<file path="src/rtl/vga_frame_reader.sv">
// 640x480@60 VGA scan-out from a dual-port image buffer, upscaled by 2**SCALE_SHIFT.
// Two-stage pipeline: counters -> buffer address/flags -> RGB444 + syncs.
module vga_frame_reader #(
    parameter int DATA_WIDTH  = 12,
    parameter int ADDR_WIDTH  = 15,
    parameter int IMG_W       = 160,
    parameter int IMG_H       = 120,
    parameter int SCALE_SHIFT = 2,
    parameter int H_VIS       = 640,
    parameter int H_FP        = 16,
    parameter int H_SYNC      = 96,
    parameter int H_BP        = 48,
    parameter int V_VIS       = 480,
    parameter int V_FP        = 10,
    parameter int V_SYNC      = 2,
    parameter int V_BP        = 33
) (
    input  logic                  clk,
    input  logic                  rst,
    output logic [ADDR_WIDTH-1:0] read_addr,
    input  logic [DATA_WIDTH-1:0] q,
    output logic [DATA_WIDTH-1:0] rgb,
    output logic                  hsync,
    output logic                  vsync,
    output logic                  de,
    output logic                  frame_start
);

    localparam int H_TOT = H_VIS + H_FP + H_SYNC + H_BP;
    localparam int V_TOT = V_VIS + V_FP + V_SYNC + V_BP;
    localparam int HCW   = $clog2(H_TOT);
    localparam int VCW   = $clog2(V_TOT);
    localparam int H_IMG = IMG_W << SCALE_SHIFT;
    localparam int V_IMG = IMG_H << SCALE_SHIFT;

    logic [HCW-1:0] hcnt;
    logic [VCW-1:0] vcnt;
    logic [31:0]    hc, vc, addr_full;
    logic           vis, in_img, hs0, vs0, f0;
    logic           vis_d, in_img_d, hs_d, vs_d, f_d;

    // Widen the counters once so every comparison below is 32-bit unsigned
    assign hc = 32'(hcnt);
    assign vc = 32'(vcnt);

    always_ff @(posedge clk or negedge rst) begin
        if (!rst) begin
            hcnt <= '0;
            vcnt <= '0;
        end else if (hc == H_TOT - 1) begin
            hcnt <= '0;
            vcnt <= (vc == V_TOT - 1) ? '0 : VCW'(vc + 32'd1);
        end else begin
            hcnt <= HCW'(hc + 32'd1);
        end
    end

    always_comb begin
        vis       = (hc < H_VIS) && (vc < V_VIS);
        in_img    = vis && (hc < H_IMG) && (vc < V_IMG);
        hs0       = !((hc >= H_VIS + H_FP) && (hc < H_VIS + H_FP + H_SYNC));
        vs0       = !((vc >= V_VIS + V_FP) && (vc < V_VIS + V_FP + V_SYNC));
        f0        = (hc == 0) && (vc == 0);
        addr_full = (vc >> SCALE_SHIFT) * IMG_W + (hc >> SCALE_SHIFT);
    end

    // Outside the image the all-ones location is read; the buffer keeps it black
    always_ff @(posedge clk or negedge rst) begin
        if (!rst) begin
            read_addr <= '1;
            vis_d     <= 1'b0;
            in_img_d  <= 1'b0;
            hs_d      <= 1'b1;
            vs_d      <= 1'b1;
            f_d       <= 1'b0;
        end else begin
            read_addr <= in_img ? addr_full[ADDR_WIDTH-1:0] : '1;
            vis_d     <= vis;
            in_img_d  <= in_img;
            hs_d      <= hs0;
            vs_d      <= vs0;
            f_d       <= f0;
        end
    end

    // q has settled on the negedge since read_addr was launched
    always_ff @(posedge clk or negedge rst) begin
        if (!rst) begin
            rgb         <= '0;
            hsync       <= 1'b1;
            vsync       <= 1'b1;
            de          <= 1'b0;
            frame_start <= 1'b0;
        end else begin
            rgb         <= (vis_d && in_img_d) ? q : '0;
            hsync       <= hs_d;
            vsync       <= vs_d;
            de          <= vis_d;
            frame_start <= f_d;
        end
    end

endmodule
</file>
<file path="config.mk">
export PLATFORM = sky130hd
export DESIGN_NAME = vga_frame_reader
export DESIGN_NICKNAME = d
export VERILOG_FILES = /design/src/rtl/vga_frame_reader.sv
export SDC_FILE = /design/constraint.sdc
export NUM_CORES = 1
export LEC_CHECK = 0
export CAP_MARGIN = 20
export CORE_MARGIN = 10
export CORE_UTILIZATION = 30
export CTS_CLUSTER_SIZE = 20
export DETAILED_ROUTE_END_ITERATION = 16
export GPL_TIMING_DRIVEN = 0
export SYNTH_ARGS = -nofsm -noshare
export SYNTH_HDL_FRONTEND = slang
export SYNTH_SLANG_ARGS = --single-unit
</file>
<file path="constraint.sdc">
create_clock -name clk -period 3.45 [get_ports clk]
set_input_delay 0.345 -clock clk [delete_from_list [all_inputs] [get_ports clk]]
set_output_delay 0.345 -clock clk [all_outputs]
set_load 0.05 [all_outputs]
</file>
# After elaboration in Yosys (flattened, before gate mapping)
# Index checks and enable logic that the tools add are counted.
# W data, S select, Z words.
# word_totals
regBits,56
latchBits,0
mem_bits_rw,0
rom_bits,0
out_inout_bits,31
word_cells,40
n_memories,0
# classes
addsub,3
multipliers,1
div_mod_pow,0
n_lt_le_gt_ge,6
eq_ne,2
shift,0
mux,4
bitwise_logic,0
n_reduce_logical,11
# op_table
operator,count
$logic_not A32 Y1,2
$add A10 B1 Y10 const B,2
$eq A10 B10 Y1 const B,2
$lt A10 B10 Y1 const B,2
$lt A10 B9 Y1 const B,2
$mux W10,2
$add A15 B8 Y15,1
$mux W15,1
$mux W12,1
$ge A10 B10 Y1 const B,1
$ge A10 B9 Y1 const B,1
$mul A8 B3 Y10 const B,1
$logic_and A1 B1 Y1,7
$logic_not A1 Y1,2

# Depth between registers and ports, before layout
# depth
word_depth,5
ltp_mapped,9

# Least setup slack after synthesis
# Ideal clock, no wire load.
# synth_path
path_type,flip-flop to flip-flop
start,register vcnt[3]
end,register read_addr[14]
setup_time_ns,0.092
arrival_time_ns,2.595
required_ns,3.358
setup_slack_ns,0.763
stages_incl_launch_ff,10
n_path_buf,0
synth_period_minus_slack_ns,2.687
path_cell_list,dfrtp_1 ha_1 ha_1 inv_1 fa_1 nand2b_1 nor4_1 o211ai_1 a2111oi_0 o21ai_1
# synth_via
elab_chain_cells,5
elab_cells_between_ends,7
cone_classes,1 x add/sub; 1 x mul; 1 x order compare; 1 x mux; 3 x reduce/logical
# synth_rtl
item,line,source
start: declaration,37,logic [VCW-1:0] vcnt;
start signal: assignment,52,vcnt <= (vc == V_TOT - 1) ? '0 : VCW'(vc + 32'd1);
branches (longest 4 deep; another with $add A15 B8 Y15),-,
$mux W15 (*),77,read_addr <= in_img ? addr_full[ADDR_WIDTH-1:0] : '1;
end signal: assignment,77,
end: declaration,20,"output logic [ADDR_WIDTH-1:0] read_addr,"
# Mark *: on every way between the ends.
# A chain may end at the register's enable or synchronous reset.

# Final worst setup path
# Ends and elaborated chain as after synthesis.

==> impl_metrics.json <==
{
  "min_period_ps": 3080,
  "clock_latency_ps": 310,
  "crit_path_end_kind": "flip-flop",
  "vias": 1877,
  "synth_top_area_share": 0.337,
  "yosys_warnings": 0,
  "fin_skew_ps": 18.3,
  "cts_tree": "built",
  "diodes": 0,
  "max-cap-violations": 0,
  "place_area_um2": 3260,
  "ctsHoldBuffers": 1,
  "wl_per_cell_um": 12.7,
  "grt-ovfl-total": 0,
  "nNetsFinal": 327,
  "register_area_um2": 1400,
  "area_growth_pct": 25.9,
  "clock_path_buffers": 2,
  "finish.utilization": 0.387,
  "postCtsSetupBuffers": 0,
  "die_width_um": 114,
  "rows": 34,
  "rsz0062_at_grt": "false",
  "yosys_register_bits": 55,
  "syn_area_um2": 2670,
  "portBuffers": 44,
  "postCtsResizedCells": 0,
  "async_flop_share": 1.00,
  "post-route-period-util": 0.894,
  "synth_top_area_cell": "dfrtp_1",
  "cts_max_level": 2,
  "synth_area_leaders": "dfrtp_1, dfstp_2, ha_1",
  "drive_gt1_frac": 0.119,
  "dieArea_um2": 13100,
  "drc": 0,
  "finalSetupViolations": 0,
  "fillerInstances": 878,
  "hold_path.class": "reg2reg",
  "synth-edff-count": 0,
  "root_buffer": "clkbuf_8",
  "dp_hpwl_um": 3950,
  "drt_pass1_iterations": 4,
  "fmax_mhz": 324,
  "syn-instance-count": 239,
  "p_leak_nw": 1.44,
  "synth-seq-area-share": 0.524,
  "antenna_found_initial": 0,
  "clkSlewWorstSetupHoldPaths_ps": 100,
  "wirelength_um": 5100,
  "ys.flop_type": "dfrtp_1",
  "outcome": "finished clean",
  "start_util": 0.308,
  "grt_max_degree": 43,
  "dieHeight_um": 114,
  "place.gp.congestion": 0.806,
  "setup_ws_ps": 367,
  "ir_worst_vdd_mv": 0.152,
  "relSlewSlack": 0.607,
  "gr-usage-all-layers": 0.0818,
  "synth_nets": 274,
  "final_area_um2": 3360,
  "io_pins": 45,
  "drtAntennaViolNets": 0,
  "hold_viol": 0,
  "clock_sinks": 55,
  "avgSynthCellArea_um2": 11.2,
  "viasPerCell": 4.68,
  "cp.arrival_ps": 3300,
  "numCtsBuffers": 5,
  "drt_iter0_markers": 94,
  "multiInputGateArea_um2": 1210,
  "design.core.area_um2": 8680,
  "slew_viol_final": 0,
  "grt_pass1_wl_um": 8960,
  "total_power_w": 0.00108,
  "start_kind": "flip-flop",
  "powerDensity_nw_per_um2": 321,
  "tightest_slew_ps": 586,
  "crit_required_ps": 3660,
  "critPathKind": "reg2reg",
  "ys_types": 46,
  "grt_pass1_vias": 1862,
  "critical_path.max_fanout": 11,
  "pre_cts_ws_ps": 400,
  "finalSetupTns_ps": 0
}
## area by class of cell
class                      instances  share of cell area
tap                              108              0.0402
inverter                          10              0.0112
multi-input combinational        167               0.359
buffer                             7             0.00819
clock inverter                     2             0.00521
sequential                        55               0.416
timing repair buffer              46               0.138
clock buffer                       6              0.0216
## flip-flops by register name, indices dropped and copies added (netlist names)
name         cells
hcnt            10
de               1
f_d              1
in_img_d         1
vs_d             1
frame_start      1
hsync            1
rgb             12
hs_d             1
read_addr       15
vcnt            10
vsync            1
## per-layer routing
metal / GRT usage / share of wire / vias to the layer above / wire length (µm)
met5: 0 / 0 / - / 0
met4: 0.0267 / 0.0075 / 0 / 38
met3: 0.0320 / 0.077 / 4 / 395
met2: 0.128 / 0.47 / 45 / 2380
met1: 0.101 / 0.45 / 889 / 2280
li1: - / - / 939 / -
## final timing paths
path                         start            end  slack, ps  depth (start not counted)
max                        vcnt[3]  read_addr[14]        370                          9
min                           vs_d          vsync        360                          0
max reg2reg                vcnt[3]  read_addr[14]        370                          9
min reg2reg                   vs_d          vsync        360                          0
max in group asynchronous      rst   read_addr[6]       2400                          3
min in group asynchronous      rst        vcnt[3]        460                          2
## kinds of logic after synthesis
kind of cell,Yosys count,synth area share
AO/OA/AOI/OAI,40,0.102
flip-flops,55,0.524
XOR/XNOR,17,0.0557
AND/OR/NAND/NOR,89,0.190
buffers and inverters,17,0.0244
adder cells (fa/ha/maj),21,0.104
## placed cells by master (no fill, tap or decap), drive strengths merged, types with 2 or more instances in the layout
master / Yosys / final
buf: 1 / 3
nand2b: 11 / 11
o21ai: 17 / 17
or4: 2 / 2
xnor2: 11 / 11
o31ai: 3 / 3
clkinv: 0 / 2
and2: 13 / 13
a21oi: 5 / 5
ha: 19 / 19
inv: 10 / 10
nor4b: 2 / 2
nor3: 2 / 2
dfstp: 19 / 19
nor2: 17 / 17
nand4: 5 / 5
a2111oi: 2 / 2
dfrtp: 36 / 36
a211oi: 2 / 2
nand3: 11 / 11
xor2: 6 / 6
nand2: 12 / 12
o21a: 2 / 2
and3: 4 / 4
clkbuf: 6 / 12
nor4: 5 / 5
fa: 2 / 2
clkdlybuf4s50: 0 / 43
## power breakdown
group	leakage [nW]	internal [W]	switching [W]
registers	0.647	0.000652	0.00000169
logic	0.748	0.0000302	0.0000441
clock network	0.0454	0.000146	0.000206
total	1.44	0.000829	0.000252
## Yosys cell counts (all sizes together), types with 2 or more instances
library cell and number:
a2111oi 2, a211oi 2, a21oi 5, and2 13, and3 4, clkbuf 6
dfrtp 36, dfstp 19, fa 2, ha 19, inv 10, nand2 12
nand2b 11, nand3 11, nand4 5, nor2 17, nor3 2, nor4 5
nor4b 2, o21a 2, o21ai 17, o31ai 3, or4 2, xnor2 11
xor2 6
## critical path, stage by stage, from the launching register on
cell,delay (ps)
dfrtp_1,530
ha_1,360
ha_1,220
inv_1,70
fa_1,450
nand2b_1,180
nor4_1,390
o211ai_1,230
a2111oi_0,460
o21ai_1,100
## stage by stage
step / hold slack (ps) / instances
5_1_grt: 369 / 401
2_1_floorplan: 49.4 / 239
4_1_cts: 361 / 401
3_3_place_gp: 334 / 391
3_5_place_dp: 280 / 392
6_report: 361 / 401
No activity file was read; power rests on OpenSTA's default activity.
